[config.mk]
export PLATFORM = sky130hd
export DESIGN_NAME = branch_resolve_ctrl
export DESIGN_NICKNAME = d
export VERILOG_FILES = /design/src/rtl/branch_resolve_ctrl.sv
export SDC_FILE = /design/constraint.sdc
export NUM_CORES = 1
export LEC_CHECK = 0
export ABC_CLOCK_PERIOD_IN_PS = 4300
export CORE_ASPECT_RATIO = 1.4
export CORE_MARGIN = 10
export CORE_UTILIZATION = 49
export CTS_CLUSTER_SIZE = 24
export DETAILED_ROUTE_END_ITERATION = 6
export PLACE_DENSITY_LB_ADDON = 0.08
export SYNTH_ARGS = -nofsm -noshare
export SYNTH_HDL_FRONTEND = slang
export SYNTH_SLANG_ARGS = --single-unit
[constraint.sdc]
create_clock -name clk -period 4.3 [get_ports clk]
set_input_delay 0.86 -clock clk [delete_from_list [all_inputs] [get_ports clk]]
set_output_delay 0.86 -clock clk [all_outputs]
set_load 0.05 [all_outputs]
[src/rtl/branch_resolve_ctrl.sv]
// ----------------------------------------------------------------------------
// branch_resolve_ctrl
//
// EX-stage branch/jump resolution controller. It compares the forwarded
// operands (signed or unsigned, chosen by funct3) and decides taken/not-taken
// under a static not-taken policy. A taken branch or jump produces a one-cycle
// registered PC redirect and a FLUSH_CYCLES-long squash of IF/ID and ID/EX.
// While the operands wait on a load result, the front end is stalled. The
// block also counts resolved and taken conditional branches.
//
// Ports:
//   clk, rst        clock; synchronous active-high reset
//   br_valid        EX holds a conditional branch, JAL or JALR
//   br_funct3       branch funct3 (ignored for jumps)
//   is_jal/is_jalr  EX instruction is a jump
//   opnd_ready      forwarded operands valid (0 = load-use pending)
//   rs1_val/rs2_val forwarded operands
//   pc_ex, imm      PC of EX instruction, sign-extended immediate
//   stall_req       hold IF/ID/EX (combinational)
//   redirect_valid  one-cycle redirect strobe (registered)
//   redirect_pc     redirect target (registered)
//   flush_ifid/idex squash strobes (registered)
//   busy            controller is not idle
//   branch_cnt      resolved conditional branches
//   taken_cnt       taken conditional branches
// ----------------------------------------------------------------------------
module branch_resolve_ctrl #(
    parameter int XLEN         = 32,
    parameter int FLUSH_CYCLES = 2,
    parameter int CNT_W        = 32
) (
    input  logic             clk,
    input  logic             rst,
    input  logic             br_valid,
    input  logic [2:0]       br_funct3,
    input  logic             is_jal,
    input  logic             is_jalr,
    input  logic             opnd_ready,
    input  logic [XLEN-1:0]  rs1_val,
    input  logic [XLEN-1:0]  rs2_val,
    input  logic [XLEN-1:0]  pc_ex,
    input  logic [XLEN-1:0]  imm,
    output logic             stall_req,
    output logic             redirect_valid,
    output logic [XLEN-1:0]  redirect_pc,
    output logic             flush_ifid,
    output logic             flush_idex,
    output logic             busy,
    output logic [CNT_W-1:0] branch_cnt,
    output logic [CNT_W-1:0] taken_cnt
);

    // Counter only needs to hold FLUSH_CYCLES-1 down to 0.
    localparam int FC_W = (FLUSH_CYCLES > 1) ? $clog2(FLUSH_CYCLES) : 1;

    typedef enum logic [1:0] {
        S_IDLE,
        S_WAIT_OPND,
        S_FLUSH
    } state_t;

    state_t            state_q, state_d;
    logic [FC_W-1:0]   flush_cnt_q, flush_cnt_d;
    logic              redirect_valid_q, redirect_valid_d;
    logic [XLEN-1:0]   redirect_pc_q, redirect_pc_d;
    logic              flush_q, flush_d;
    logic [CNT_W-1:0]  branch_cnt_q, branch_cnt_d;
    logic [CNT_W-1:0]  taken_cnt_q, taken_cnt_d;

    logic              is_jump;
    logic              use_unsigned;
    logic              op_eq;
    logic              op_gt;
    logic              op_lt;
    logic              cond_taken;
    logic              taken;
    logic [XLEN-1:0]   jalr_sum;
    logic [XLEN-1:0]   target;

    // ---------------- comparison and target ----------------
    assign is_jump      = is_jal | is_jalr;
    // funct3 11x (BLTU/BGEU) compares unsigned; everything else signed.
    assign use_unsigned = br_funct3[2] & br_funct3[1];
    assign op_eq        = (rs1_val == rs2_val);
    assign op_gt        = use_unsigned ? (rs1_val > rs2_val)
                                       : ($signed(rs1_val) > $signed(rs2_val));
    assign op_lt        = ~op_eq & ~op_gt;

    always_comb begin
        cond_taken = 1'b0;
        case (br_funct3)
            3'b000:         cond_taken = op_eq;
            3'b001:         cond_taken = ~op_eq;
            3'b100, 3'b110: cond_taken = op_lt;
            3'b101, 3'b111: cond_taken = ~op_lt;
            default:        cond_taken = 1'b0;  // 010/011: never taken
        endcase
    end

    assign taken    = is_jump | cond_taken;
    assign jalr_sum = rs1_val + imm;
    assign target   = is_jalr ? {jalr_sum[XLEN-1:1], 1'b0} : (pc_ex + imm);

    // Wrong-path instructions seen during FLUSH must not stall the front end.
    assign stall_req = br_valid & ~opnd_ready & (state_q != S_FLUSH);

    // ---------------- next state ----------------
    always_comb begin
        state_d          = state_q;
        flush_cnt_d      = flush_cnt_q;
        redirect_valid_d = 1'b0;
        redirect_pc_d    = redirect_pc_q;
        flush_d          = flush_q;
        branch_cnt_d     = branch_cnt_q;
        taken_cnt_d      = taken_cnt_q;

        case (state_q)
            S_IDLE, S_WAIT_OPND: begin
                if (!br_valid) begin
                    state_d = S_IDLE;
                end else if (!opnd_ready) begin
                    state_d = S_WAIT_OPND;
                end else begin
                    state_d = S_IDLE;
                    if (!is_jump) begin
                        branch_cnt_d = branch_cnt_q + CNT_W'(1);
                    end
                    if (taken) begin
                        if (!is_jump) begin
                            taken_cnt_d = taken_cnt_q + CNT_W'(1);
                        end
                        redirect_valid_d = 1'b1;
                        redirect_pc_d    = target;
                        flush_d          = 1'b1;
                        flush_cnt_d      = FC_W'(FLUSH_CYCLES - 1);
                        state_d          = S_FLUSH;
                    end
                end
            end
            S_FLUSH: begin
                // flush_cnt_q counts the flush cycles still to come after this one.
                if (flush_cnt_q == '0) begin
                    flush_d = 1'b0;
                    state_d = S_IDLE;
                end else begin
                    flush_cnt_d = flush_cnt_q - FC_W'(1);
                end
            end
            default: begin
                state_d = S_IDLE;
                flush_d = 1'b0;
            end
        endcase
    end

    always_ff @(posedge clk) begin
        if (rst) begin
            state_q          <= S_IDLE;
            flush_cnt_q      <= '0;
            redirect_valid_q <= 1'b0;
            redirect_pc_q    <= '0;
            flush_q          <= 1'b0;
            branch_cnt_q     <= '0;
            taken_cnt_q      <= '0;
        end else begin
            state_q          <= state_d;
            flush_cnt_q      <= flush_cnt_d;
            redirect_valid_q <= redirect_valid_d;
            redirect_pc_q    <= redirect_pc_d;
            flush_q          <= flush_d;
            branch_cnt_q     <= branch_cnt_d;
            taken_cnt_q      <= taken_cnt_d;
        end
    end

    assign redirect_valid = redirect_valid_q;
    assign redirect_pc    = redirect_pc_q;
    assign flush_ifid     = flush_q;
    assign flush_idex     = flush_q;
    assign busy           = (state_q != S_IDLE);
    assign branch_cnt     = branch_cnt_q;
    assign taken_cnt      = taken_cnt_q;

endmodule

==> results.py, run 1 <==
metrics = {
    "timing": {
        "finalHoldViolations": 0,
        "drv_slew": 0,
        "relSlewSlack_pct": 57.1,
        "worst_clock_skew_ps": 6.87,
        "layout_setup_ws_ps": 291,
        "tns_ps": 0,
        "min_period_over_period_pct": 93.2,
        "setup_viol": 0,
        "grt_setup_unrepaired": "false",
        "worst_hold_slack_ps": 456,
        "max_slew.worst_pin.slew_ps": 641,
        "fmax_ghz": 0.249,
        "fin_crit_ps": 4010,
    },
    "routing": {
        "drc": 0,
        "ant_nets": 0,
        "dr.pass1.iters": 5,
        "routedWlPerCell_um": 16.8,
        "viasPerCell": 5.63,
        "wl_um": 24900,
        "initialDrtViolationCount": 429,
        "vias": 8336,
    },
    "clock_tree": {
        "root_buffer": "clkbuf_16",
        "cts-hold-fix-buffers": 0,
        "clkTransAtPathRegs_ps": 70,
        "h-tree-depth": 3,
        "cts_post_setup_buffers_inserted": 0,
        "cts_buffers": 9,
        "cts-resized-gates": 0,
        "cts.path.max_buffers": 2,
        "cts_tree": "yes",
        "clk_latency_ps": 350,
        "cts_num_sinks": 101,
    },
    "global_routing": {
        "grt_pass1_wl_um": 39300,
        "grt_pass1_vias": 8079,
        "grtUsageTotal_pct": 21.2,
        "use_met3_pct": 3.89,
        "grt.overflow.total": 0,
        "grt_max_degree": 52,
        "grtUsageMet2_pct": 38.6,
        "grt_use_met1_pct": 23.3,
        "grt_busiest_layer": "met2",
        "antenna_found_initial": 0,
    },
    "worst_setup_path": {
        "worst_setup_path_end_kind": "flip-flop",
        "worst-path-max-fanout": 29,
        "worstSetupPathType": "in2reg",
        "startpoint_type": "primary input",
        "cp.arrival_ps": 4230,
        "crit_required_ps": 4520,
    },
    "logic_synthesis": {
        "synthDistinctLibCells": 67,
        "syn-num-nets": 1276,
        "ys_ff_latch": 101,
        "netlist_instances": 1042,
        "yosys_warnings": 0,
        "synth_area_sq_mm": 0.00819,
        "synth-seq-area-share_pct": 24.7,
        "avgSynthCellArea_sq_um": 7.86,
        "async_flop_share_pct": 0,
        "synth_edf_count": 0,
        "synthFlopType": "dfxtp_1",
    },
    "finish": {
        "final_nets": 1511,
        "area_growth_pct": 35.5,
        "instances_no_fill": 1480,
        "fin_area_sq_mm": 0.0111,
        "antenna-diode-count": 0,
        "drive_gt1_share_pct": 4.76,
        "final_util_pct": 68.1,
    },
    "die": {
        "rows": 55,
        "core_area_sq_mm": 0.0163,
        "fp.dieH_um": 173,
        "initial_core_util_pct": 50.2,
        "die_w_um": 129,
        "io_pins": 238,
        "dieArea_sq_mm": 0.0224,
    },
    "power_and_ir_drop": {
        "power_mw": 2.88,
        "ir_drop_mv": 0.222,
        "power.density_mw_per_mm2": 259,
        "total_leakage_power_nw": 4.61,
    },
    "flow_run": {
        "drv_cap": 0,
    },
    "placement": {
        "dp_cells": 1465,
        "place_area_sq_mm": 0.0108,
        "pre_cts_ws_ps": -62.2,
        "gp_congestion": 0.902,
        "dp_hpwl_um": 20500,
        "portBuffers": 237,
    },
    "outcome": {
        "status": "completed",
    },
    "worst_hold_path": {
        "hp-class": "reg2reg",
    },
}
[report_power, final]
part	switching [mW]	internal (mW)	leakage [nW]
Combinational	0.616	0.487	3.65
Clock	0.380	0.402	0.139
Sequential	0.0238	0.973	0.820
Total	1.02	1.86	4.61
[cells in the mapped netlist, types with 6 or more instances]
| library cell | count | area [sq um] |
|---|---|---|
| and2_1 | 9 | 56.3 |
| a31oi_1 | 12 | 75.1 |
| and3_1 | 27 | 169 |
| nand2_1 | 75 | 282 |
| nor2_1 | 133 | 499 |
| nor3_1 | 14 | 70.1 |
| o211ai_1 | 7 | 52.6 |
| nor2b_1 | 9 | 56.3 |
| inv_1 | 51 | 191 |
| mux2i_1 | 8 | 80.1 |
| clkbuf_1 | 22 | 82.6 |
| nand2b_1 | 13 | 81.3 |
| a21oi_1 | 78 | 390 |
| a211oi_1 | 23 | 173 |
| o21bai_1 | 6 | 45.0 |
| xnor2_1 | 41 | 359 |
| a211oi_2 | 9 | 113 |
| nand3_1 | 42 | 210 |
| a31o_2 | 6 | 52.6 |
| o21ai_0 | 50 | 250 |
| a21o_1 | 24 | 180 |
| ha_1 | 95 | 1190 |
| xor2_1 | 66 | 578 |
| a311oi_1 | 6 | 52.6 |
| or3_1 | 14 | 87.6 |
| dfxtp_1 | 101 | 2020 |
| nand4_1 | 27 | 169 |
[cell families after synthesis]
kind of cell | after synthesis | share of synthesized area, %
AO/OA/AOI/OAI | 250 | 20.1
XOR/XNOR | 107 | 11.4
adder cells (fa/ha/maj) | 97 | 15.0
buffers and inverters | 87 | 4.50
flip-flops | 101 | 24.7
multiplexers | 9 | 1.11
AND/OR/NAND/NOR | 391 | 23.2
[flip-flops by register name, summed over array words and instances, names as in the netlist]
signal / flops
taken_cnt: 32
flush_idex: 1
flush_cnt_q: 1
redirect_pc: 32
state_q: 2
branch_cnt: 32
redirect_valid: 1
[area by class of cell]
cell class,instances,area [sq um]
Fill cell,1437,5200
Clock inverter,6,57.6
Sequential cell,101,2020
Clock buffer,9,225
Tap cell,199,249
Multi-Input combinational cell,854,5800
Inverter,52,195
Timing Repair Buffer,259,2550
[metal layers]
metal,wire length [um],vias up,share of wire [%]
li1,-,4210,-
met1,9960,3831,40
met2,12800,253,51
met3,1390,42,5.6
met4,780,0,3.1
met5,0,-,0
[path summary, 6_finish.rpt]
| path | from | end | slack [ps] | depth (start not counted) |
|---|---|---|---|---|
| setup / recovery | rs2_val[13] | redirect_pc[18]$_SDFFE_PP0P_ | 290 | 14 |
| hold / removal | redirect_pc[1]$_SDFFE_PP0P_ | redirect_pc[1]$_SDFFE_PP0P_ | 460 | 2 |
| setup reg to reg | state_q[1]$_SDFFE_PP0N_ | branch_cnt[27]$_SDFFE_PP0P_ | 1730 | 8 |
| hold reg to reg | redirect_pc[1]$_SDFFE_PP0P_ | redirect_pc[1]$_SDFFE_PP0P_ | 460 | 2 |
[placed cells by master, fill, tap and decap left out, types with 7 or more instances in the layout]
cell type,n
a31oi_1,12
a211oi_2,9
mux2i_1,8
nor2b_1,9
clkbuf_16,9
inv_1,51
or3_1,14
ha_1,95
nand2_1,75
xnor2_1,41
a21o_1,24
and3_1,27
a21oi_1,78
o211ai_1,7
nand3_1,42
nor3_1,14
clkdlybuf4s50_1,235
nand2b_1,13
dfxtp_1,101
nand4_1,27
and2_1,9
xor2_1,66
a211oi_1,23
nor2_1,133
buf_4,21
o21ai_0,50
[worst max-delay path: stages]
cell	delay, ps
clkdlybuf4s50_1	450
inv_1	40
ha_1	290
nand4_1	170
or4_1	580
a21oi_1	170
or3_1	210
nor4_1	70
or3_1	450
mux2i_1	170
or2_2	370
buf_12	190
nor2_1	130
a211oi_2	60
No activity file was read; power rests on OpenSTA's default activity.
==> run 2: changes to the inputs <==
- CORE_UTILIZATION: 49 -> 44
==> run 2 against run 1 <==
Die area increased by 9.8%; register-to-register slack got worse by 80 ps; first-iteration DRC count decreased by 19%; critical path depth unchanged; design area increased by 0.91%; via count decreased by 0.14%; clock-buffer cell count unchanged; setup slack got worse by 44 ps; sequential share of layout area decreased by 0.16 points.
==> results.py, run 2 (synthesis gave the netlist of run 1 again) <==
metrics = {
    "global_routing": {
        "grt.overflow.total": 0,
        "antenna_found_initial": 0,
        "grt_pass1_vias": 8328,
        "grt_max_degree": 62,
        "grtUsageTotal_pct": 19.9,
        "grt_pass1_wl_um": 40600,
    },
    "finish": {
        "area_growth_pct": 36.8,
        "register_area_sq_mm": 0.00202,
        "layout_common_cells": "clkdlybuf4s50_1, nor2_1, dfxtp_1",
        "multi_input_area_sq_mm": 0.00580,
        "final_common_cell": "clkdlybuf4s50_1",
        "drive_gt1_share_pct": 5.06,
        "fillers": 1743,
        "instances_no_fill": 1529,
        "final_util_pct": 60.7,
        "antenna-diode-count": 0,
        "final_nets": 1514,
    },
    "worst_setup_path": {
        "worst_setup_path_end_kind": "flip-flop",
        "cp-startpoint": "rs2_val[13]",
        "reg2reg_from": "state_q[1]$_SDFFE_PP0N_",
        "max_stage_delay_ps": 460,
        "crit_slowest_cell": "clkdlybuf4s50_1",
        "worstSetupPathType": "in2reg",
        "cp.arrival_ps": 4290,
        "worst-path-max-fanout": 27,
        "cp_num_buf_inv": 3,
        "crit_chain": "clkdlybuf4s50_1, inv_1, ha_1, a21o_1, a21o_1, a221o_1, or3_1, nor4_1, or3_1, mux2i_1, or2_2, buf_12, nor2_1, a311oi_1",
        "startpoint_type": "primary input",
        "crit_required_ps": 4540,
        "crit_family": "simple AND/OR/NAND/NOR gates",
    },
    "routing": {
        "vias": 8324,
        "initialDrtViolationCount": 346,
        "dr.pass1.iters": 6,
        "viasPerCell": 5.44,
        "wl_um": 25400,
        "ant_nets": 0,
        "routedWlPerCell_um": 16.6,
        "drc": 0,
    },
    "die": {
        "initial_core_util_pct": 44.4,
        "rows": 59,
        "fp.dieH_um": 181,
        "dieArea_sq_mm": 0.0246,
        "io_pins": 238,
        "core_area_sq_mm": 0.0185,
        "die_w_um": 135,
    },
    "power_and_ir_drop": {
        "ir_drop_mv": 0.238,
        "power.switching_mw": 1.03,
        "swShare_pct": 35.6,
        "total_leakage_power_nw": 4.64,
        "pwr-share-seq_pct": 34.4,
        "power.density_mw_per_mm2": 259,
        "clkPwrFrac_pct": 27.2,
        "power.internal_mw": 1.87,
        "comb_power_share_pct": 38.4,
    },
    "worst_hold_path": {
        "hold_start": "redirect_pc[0]$_SDFFE_PP0P_",
        "hp-class": "reg2reg",
    },
    "clock_tree": {
        "cts_tree": "yes",
        "cts-hold-fix-buffers": 0,
        "cts_post_setup_buffers_inserted": 0,
        "h-tree-depth": 3,
        "cts_num_sinks": 101,
        "cts-resized-gates": 0,
        "root_buffer": "clkbuf_16",
        "clk_latency_ps": 350,
        "cts.path.max_buffers": 2,
        "cts_buffers": 9,
        "clkTransAtPathRegs_ps": 70,
    },
    "timing": {
        "min_period_over_period_pct": 94.2,
        "relSlewSlack_pct": 56.1,
        "grt_setup_unrepaired": "false",
        "worst_clock_skew_ps": 10.4,
        "setup_viol": 0,
        "max_slew.worst_pin.slew_ps": 659,
        "fin_crit_ps": 4050,
        "finalHoldViolations": 0,
        "tns_ps": 0,
        "drv_slew": 0,
        "fmax_ghz": 0.247,
    },
    "placement": {
        "gp_congestion": 0.934,
        "dp_cells": 1513,
        "portBuffers": 237,
        "dp_hpwl_um": 21100,
    },
    "outcome": {
        "status": "completed",
    },
    "flow_run": {
        "drv_cap": 0,
    },
}
==> run 2: changes by cell type in the layout (fill, tap and decap cells not counted) <==
cell and change:
buf_4 +2, clkinv_4 -2, inv_6 +2, buf_12 +1
clkinv_2 +1, clkinv_8 +1, inv_8 -1
==> run 2: worst register-to-register path: cells and delay by family, from the launching register on <==
| family | cells | cell delay, ps |
|---|---|---|
| flops | 1 | 340 |
| xor+xnor | 1 | 160 |
| simple gates | 8 | 2010 |
==> run 2: cell type report <==
class                   count  area share, %
clock buffers               9           2.01
clock inverters             7          0.603
inverters                  52           1.74
multi-input cells         854           51.8
flip-flops and latches    101           18.0
well taps                 244           2.72
repair buffers            262           23.1
==> run 2: layer usage <==
layer / global-route usage (%) / part of all wire [%] / vias up
li1: - / - / 4220
met1: 22.4 / 40 / 3835
met2: 36.5 / 52 / 230
met3: 3.04 / 5.3 / 39
met4: 7.43 / 2.9 / 0
met5: 0 / 0 / -
==> run 2: power groups by stage <==
stage	logic (mW)	clock network, mW	registers (mW)
final	1.12	0.791	1.00
after global routing	1.22	0.852	1.00
after CTS	1.12	0.820	0.999
after detailed placement	1.11	0	1.02
after global placement	1.10	0	1.02
after floorplan	0.597	0	1.13
==> run 2: path summary, 6_finish.rpt <==
kind | end | slack (ps) | cells past startpoint
min reg2reg | redirect_pc[0]$_SDFFE_PP0P_ | 460 | 2
max | redirect_pc[29]$_SDFFE_PP0P_ | 250 | 14
max reg2reg | branch_cnt[31]$_SDFFE_PP0P_ | 1650 | 9
min | redirect_pc[0]$_SDFFE_PP0P_ | 460 | 2
==> run 2: stage by stage <==
step	instance area (sq um)	hold slack (ps)	power (mW)	setup WS (ps)
detailed placement	10900	448	2.13	-72.0
finish	11200	459	2.91	248
global placement	10900	438	2.12	75.4
floorplan	8190	436	1.73	740
CTS	11200	459	2.94	241
global route	11200	483	3.08	72.9
==> RTL edit 1: new RTL, config.mk and constraints of run 2 <==
The 3 states of `state_t` get a one-hot encoding in 3 bits.
--- a/src/rtl/branch_resolve_ctrl.sv
+++ b/src/rtl/branch_resolve_ctrl.sv
@@ -53,10 +53,10 @@
     // Counter only needs to hold FLUSH_CYCLES-1 down to 0.
     localparam int FC_W = (FLUSH_CYCLES > 1) ? $clog2(FLUSH_CYCLES) : 1;
 
-    typedef enum logic [1:0] {
-        S_IDLE,
-        S_WAIT_OPND,
-        S_FLUSH
+    typedef enum logic [2:0] {
+        S_IDLE      = 3'b001,
+        S_WAIT_OPND = 3'b010,
+        S_FLUSH     = 3'b100
     } state_t;
 
     state_t            state_q, state_d;
Check against the original RTL: no difference found for any inputs over 4 cycles, from zero or initial values and one cycle with rst high; so few cycles prove little.
==> RTL edit 1 against run 2 <==
Design area increased by 4.1%; sequential cell count up 1; first-iteration DRC count rose by 36%; via count increased by 8.5%; routed wire length increased by 11%; utilization about the same; clock skew is 0.0013 ns higher; cell count grew 4.3%; die area is 4.4% higher; synthesized area increased by 5.0%; setup slack better by 0.034 ns; sequential share of layout area decreased by 0.53 points; total power fell by 1.8%; combinational power down 7%; largest cell class unchanged; highest routed layer unchanged.
==> RTL edit 1: results (changes against run 2) <==
Outcome - completed
# diodes - 0 (unchanged)
Initial antenna violation count - 0 (unchanged)
Register area share after synthesis - 0.237 (-0.00951)
Max Slew Vio Count - 0 (unchanged)
Largest cells by area after synthesis - dfxtp_1 (24%), ha_1 (14%), nor2_1 (5.5%)
Relative slew slack - 0.451 (-0.110)
Clock Pin Slew Worst Setup and Hold Paths - 0.07 ns (about the same)
Post-DP Area - 11400 um2 (+4.2%)
RD Place Congestion - 0.955 (+2.2%)
DP Worst Slack - -0.0767 ns (-0.00471 ns)
Min-Delay Path Class - register to register
First-pass GRT wire length - 44500 um (+9.7%)
Drt drc - 0 (unchanged)
Wire per inst - 17.7 um (+6.9%)
Final layout net count - 1576 (+4.1%)
Via density - 5.66 (+4.0%)
Clock Tree Buf Depth - 2 (unchanged)
Peak VDD IR - 0.000201 V (-16%)
GRT Util Overall - 0.208 (+0.00835)
Port-buffer cells - 237 (unchanged)
Worst Path Arrival - 4.29 ns (about the same)
Syn_nets - 1337 (+4.8%)
Synth Area in Compound Gates - 0.227 (+0.0266)
Total wire length - 28300 um (+11%)
H-tree depth - 3 (unchanged)
CP max stage delay - 0.46 ns (about the same)
CTS Buf Count - 9 (unchanged)
CTS root buf - clkbuf_16
Share of cells above drive strength 1 - 0.0586 (+0.00807)
Pin count of the biggest net entering global routing - 46 (-26%)
Commonest cells in the netlist - nor2_1 (127), dfxtp_1 (102), ha_1 (95)
Max Clock Skew - 0.0117 ns (+0.00132 ns)
Ys async rst share - 0 (unchanged)
Starting DRT DRC Count - 472 (+36%)
HPWL Detailed - 23100 um (+9.4%)
First-pass iteration count of the detailed router - 5 (-1)
Leak - 4.65 nW (+0.27%)
Crit path max fanout - 20 (-26%)
CP max-delay cell - clkdlybuf4s50_1
PostCTS Resize Cnt - 0 (unchanged)
Filler cells - 1889 (+8.4%)
XOR/XNOR Fraction of Synth Area - 0.0814 (-0.0330)
Mapped Cells - 1103 (+5.9%)
Primary FF master, synth - dfxtp_1
Worst skew pair latency - 0.35 ns (about the same)
Number of setup buffers added after CTS - 0 (unchanged)
Unique masters post-synth - 72 (+7.5%)
YS warnings - 0 (unchanged)
Number of global-route vias before repair - 8799 (+5.7%)
Post-Synth Adder-Cell Area - 0.143 (-0.00719)
Post-synthesis mux area share - 0.0174 (+0.00630)
[RTL edit 1: kinds of logic (layout without fill, tap and decap cells)]
group                    after synthesis  count (layout)
AO/OA/AOI/OAI                        298             298
XOR/XNOR                              80              80
adder cells (fa/ha/maj)               97              97
buffers and inverters                 90             334
flip-flops                           102             102
multiplexers                          14              14
AND/OR/NAND/NOR                      422             422
[RTL edit 1: worst paths after layout]
kind	slack, ns	from	depth (start not counted)	to
worst min register to register	0.45	redirect_pc[6]$_SDFFE_PP0P_	2	redirect_pc[6]$_SDFFE_PP0P_
worst max register to register	1.32	taken_cnt[4]$_SDFFE_PP0P_	9	taken_cnt[26]$_SDFFE_PP0P_
worst max-delay path	0.28	rs1_val[14]	15	redirect_pc[9]$_SDFFE_PP0P_
worst min-delay path	0.45	redirect_pc[6]$_SDFFE_PP0P_	2	redirect_pc[6]$_SDFFE_PP0P_
[RTL edit 1: power by group]
part / switching [mW] / internal [mW] / total (mW)
registers: 0.0207 / 0.972 / 0.993
logic: 0.578 / 0.461 / 1.04
clock network: 0.411 / 0.412 / 0.823
[RTL edit 1: worst max-delay path: cells and delay by family]
kind            cells  cell delay (ns)
compound gates      6             1.27
fa+ha+maj           1             0.34
buf+inv             5             1.14
simple gates        3             0.66
[RTL edit 1: per-layer routing]
layer / track usage / vias up / wire length [um]
met2: 0.382 / 259 / 14500
li1: - / 4526 / -
met1: 0.227 / 4200 / 11200
met4: 0.0972 / 0 / 1080
met5: 0 / - / 0
met3: 0.0370 / 48 / 1400
[RTL edit 1: cell type report]
cell class,count,area (um2),share of cell area
clock inverters,6,62.6,0.00536
multi-input cells,911,6180,0.530
inverters,50,188,0.0161
flip-flops and latches,102,2040,0.175
repair buffers,268,2650,0.227
well taps,248,310,0.0266
clock buffers,10,229,0.0196
==> RTL edit 2: new RTL, flow settings as in run 2 <==
Made on the original files. Change the parameter `CNT_W` from 32 to 64.
--- a/src/rtl/branch_resolve_ctrl.sv
+++ b/src/rtl/branch_resolve_ctrl.sv
@@ -27,7 +27,7 @@
 module branch_resolve_ctrl #(
     parameter int XLEN         = 32,
     parameter int FLUSH_CYCLES = 2,
-    parameter int CNT_W        = 32
+    parameter int CNT_W        = 64
 ) (
     input  logic             clk,
     input  logic             rst,
Ports: changed (resized branch_cnt and taken_cnt); port bits go from 238 to 302. No check against the original RTL was run, so the function may have changed too.
==> RTL edit 2 against run 2 <==
Register-to-register slack worse by 0.64 ns; worst hold slack worse by 0.0014 ns; sequential cell count up 64; design area up 40%; routed wire length up 41%; synthesized cell count up 33%; first-iteration DRC count up 38%; total power up 50%; synthesized area up 35%; setup slack worse by 0.032 ns; clock skew up 0.00087 ns; cell count up 36%; largest cell class unchanged; largest power group is now clock.
==> RTL edit 2: results (changes against run 2) <==
Worst Path Arrival - 4.37 ns (+0.08 ns)
RD Place Congestion - 0.928 (-0.73%)
CP max stage delay - 0.53 ns (+0.07 ns)
Hold Worst Slack - 0.458 ns (-0.00145 ns)
Max Clock Skew - 0.0113 ns (+0.000872 ns)
Commonest cells in the netlist - nor2_1 (176), dfxtp_1 (165), a21oi_1 (101)
Avg Inst Size Synth - 7.98 um2 (+1.5%)
CTS Buf Count - 17 (+8)
Reg power frac - 0.361 (+0.017)
GRT Util Overall - 0.212 (+0.0125)
Largest cells by area after synthesis - dfxtp_1 (30%), ha_1 (11%), xnor2_1 (7.1%)
Number of non-filler instances in the completed layout - 2079 (+36%)
PostCTS Resize Cnt - 0 (unchanged)
Routed wire length on met3 - 2120 um (+57%)
Peak VDD IR - 0.000286 V (+20%)
Final layout net count - 1984 (+31%)
CTS root buf - clkbuf_16
Ys async rst share - 0 (unchanged)
Crit path max fanout - 36 (+33%)
Number of setup buffers added after CTS - 0 (unchanged)
Port-buffer cells - 301 (+27%)
DP Worst Slack - -0.389 ns (-0.317 ns)
Worst-margin pin slew - 0.975 ns (+0.316 ns)
Net switching power - 1.25 mW (+21%)
Via density - 5.43 (-0.34%)
Hold path depth - 2 (unchanged)
Syn_nets - 1624 (+27%)
Met1 WL - 13700 um (+35%)
Leak - 6.09 nW (+31%)
Area delta synth->final - 41.3%
Total wire length - 35600 um (+41%)
YS warnings - 0 (unchanged)
HPWL Detailed - 28300 um (+34%)
H-tree depth - 4 (+1)
Top routing layer used - met4
Clock power frac - 0.397 (+0.125)
Register area share after synthesis - 0.298 (+0.0510)
Min-Delay Path Class - register to register
Clock Pin Slew Worst Setup and Hold Paths - 0.07 ns (about the same)
Share of cells above drive strength 1 - 0.0857 (+0.0351)
CP top delay family - simple AND/OR/NAND/NOR gates
Number of global-route vias before repair - 11200 (+34%)
Outcome - completed
Starting DRT DRC Count - 479 (+38%)
CP max-delay cell - or4_4
Worst skew pair latency - 0.43 ns (+0.08 ns)
Design Power - 4.35 mW (+50%)
Reg2Reg Setup Slack - 1.01 ns (-0.64 ns)
Pin count of the biggest net entering global routing - 84 (+35%)
First-pass GRT wire length - 56500 um (+39%)
Met2 WL post-DR - 18800 um (+43%)
Primary FF master, synth - dfxtp_1
Clock Tree Buf Depth - 2 (unchanged)
R2R cell count - 11 (+2)
Post-DP Area - 15000 um2 (+37%)
Unique masters post-synth - 72 (+7.5%)
Initial antenna violation count - 2 (+2)
First-pass iteration count of the detailed router - 6 (unchanged)
## RTL edit 2: changes by cell type after synthesis, sizes merged, moves of 21 or more
cell    before  now
a21oi       78  101
clkbuf      22   43
dfxtp      101  165
inv         51   72
nor2       133  176
nor3        15   54
or3         14   36
xnor2       41   90
## RTL edit 2: kinds of logic after synthesis
kind of cell             Yosys count  synth area share
XOR/XNOR                         146             0.115
multiplexers                       7           0.00688
AND/OR/NAND/NOR                  540             0.248
adder cells (fa/ha/maj)           97             0.111
AO/OA/AOI/OAI                    312             0.178
flip-flops                       165             0.298
buffers and inverters            123            0.0437
## RTL edit 2: worst paths after layout
check,to,start
worst max-delay path,taken_cnt[59]$_SDFFE_PP0P_,rs2_val[5]
worst min-delay path,redirect_pc[2]$_SDFFE_PP0P_,redirect_pc[2]$_SDFFE_PP0P_
worst max register to register,taken_cnt[60]$_SDFFE_PP0P_,taken_cnt[17]$_SDFFE_PP0P_
worst min register to register,redirect_pc[2]$_SDFFE_PP0P_,redirect_pc[2]$_SDFFE_PP0P_
## RTL edit 2: worst register-to-register path, stage by stage (launching register included)
cell	delay (ns)
dfxtp_1	0.44
and4_1	0.24
nand3_1	0.29
nor2_1	0.23
nand4_1	0.11
buf_4	0.18
nor2_1	0.16
nand3_1	0.25
or3_1	0.69
nor4_1	0.34
xnor2_1	0.16
nor2_1	0.05
## RTL edit 2: layout make-up
type | count | area, um2
timing repair buffer | 392 | 3730
antenna | 2 | 5.00
clock buffer | 19 | 443
fill | 2216 | 9080
inverter | 72 | 270
clock inverter | 12 | 214
multi-input combinational | 1102 | 7320
tap | 315 | 394
sequential | 165 | 3300
## RTL edit 2: layer usage
layer,vias to the layer above,global-route usage
met5,-,0
met4,0,0.0834
met3,55,0.0491
met2,278,0.394
met1,5281,0.222
li1,5666,-
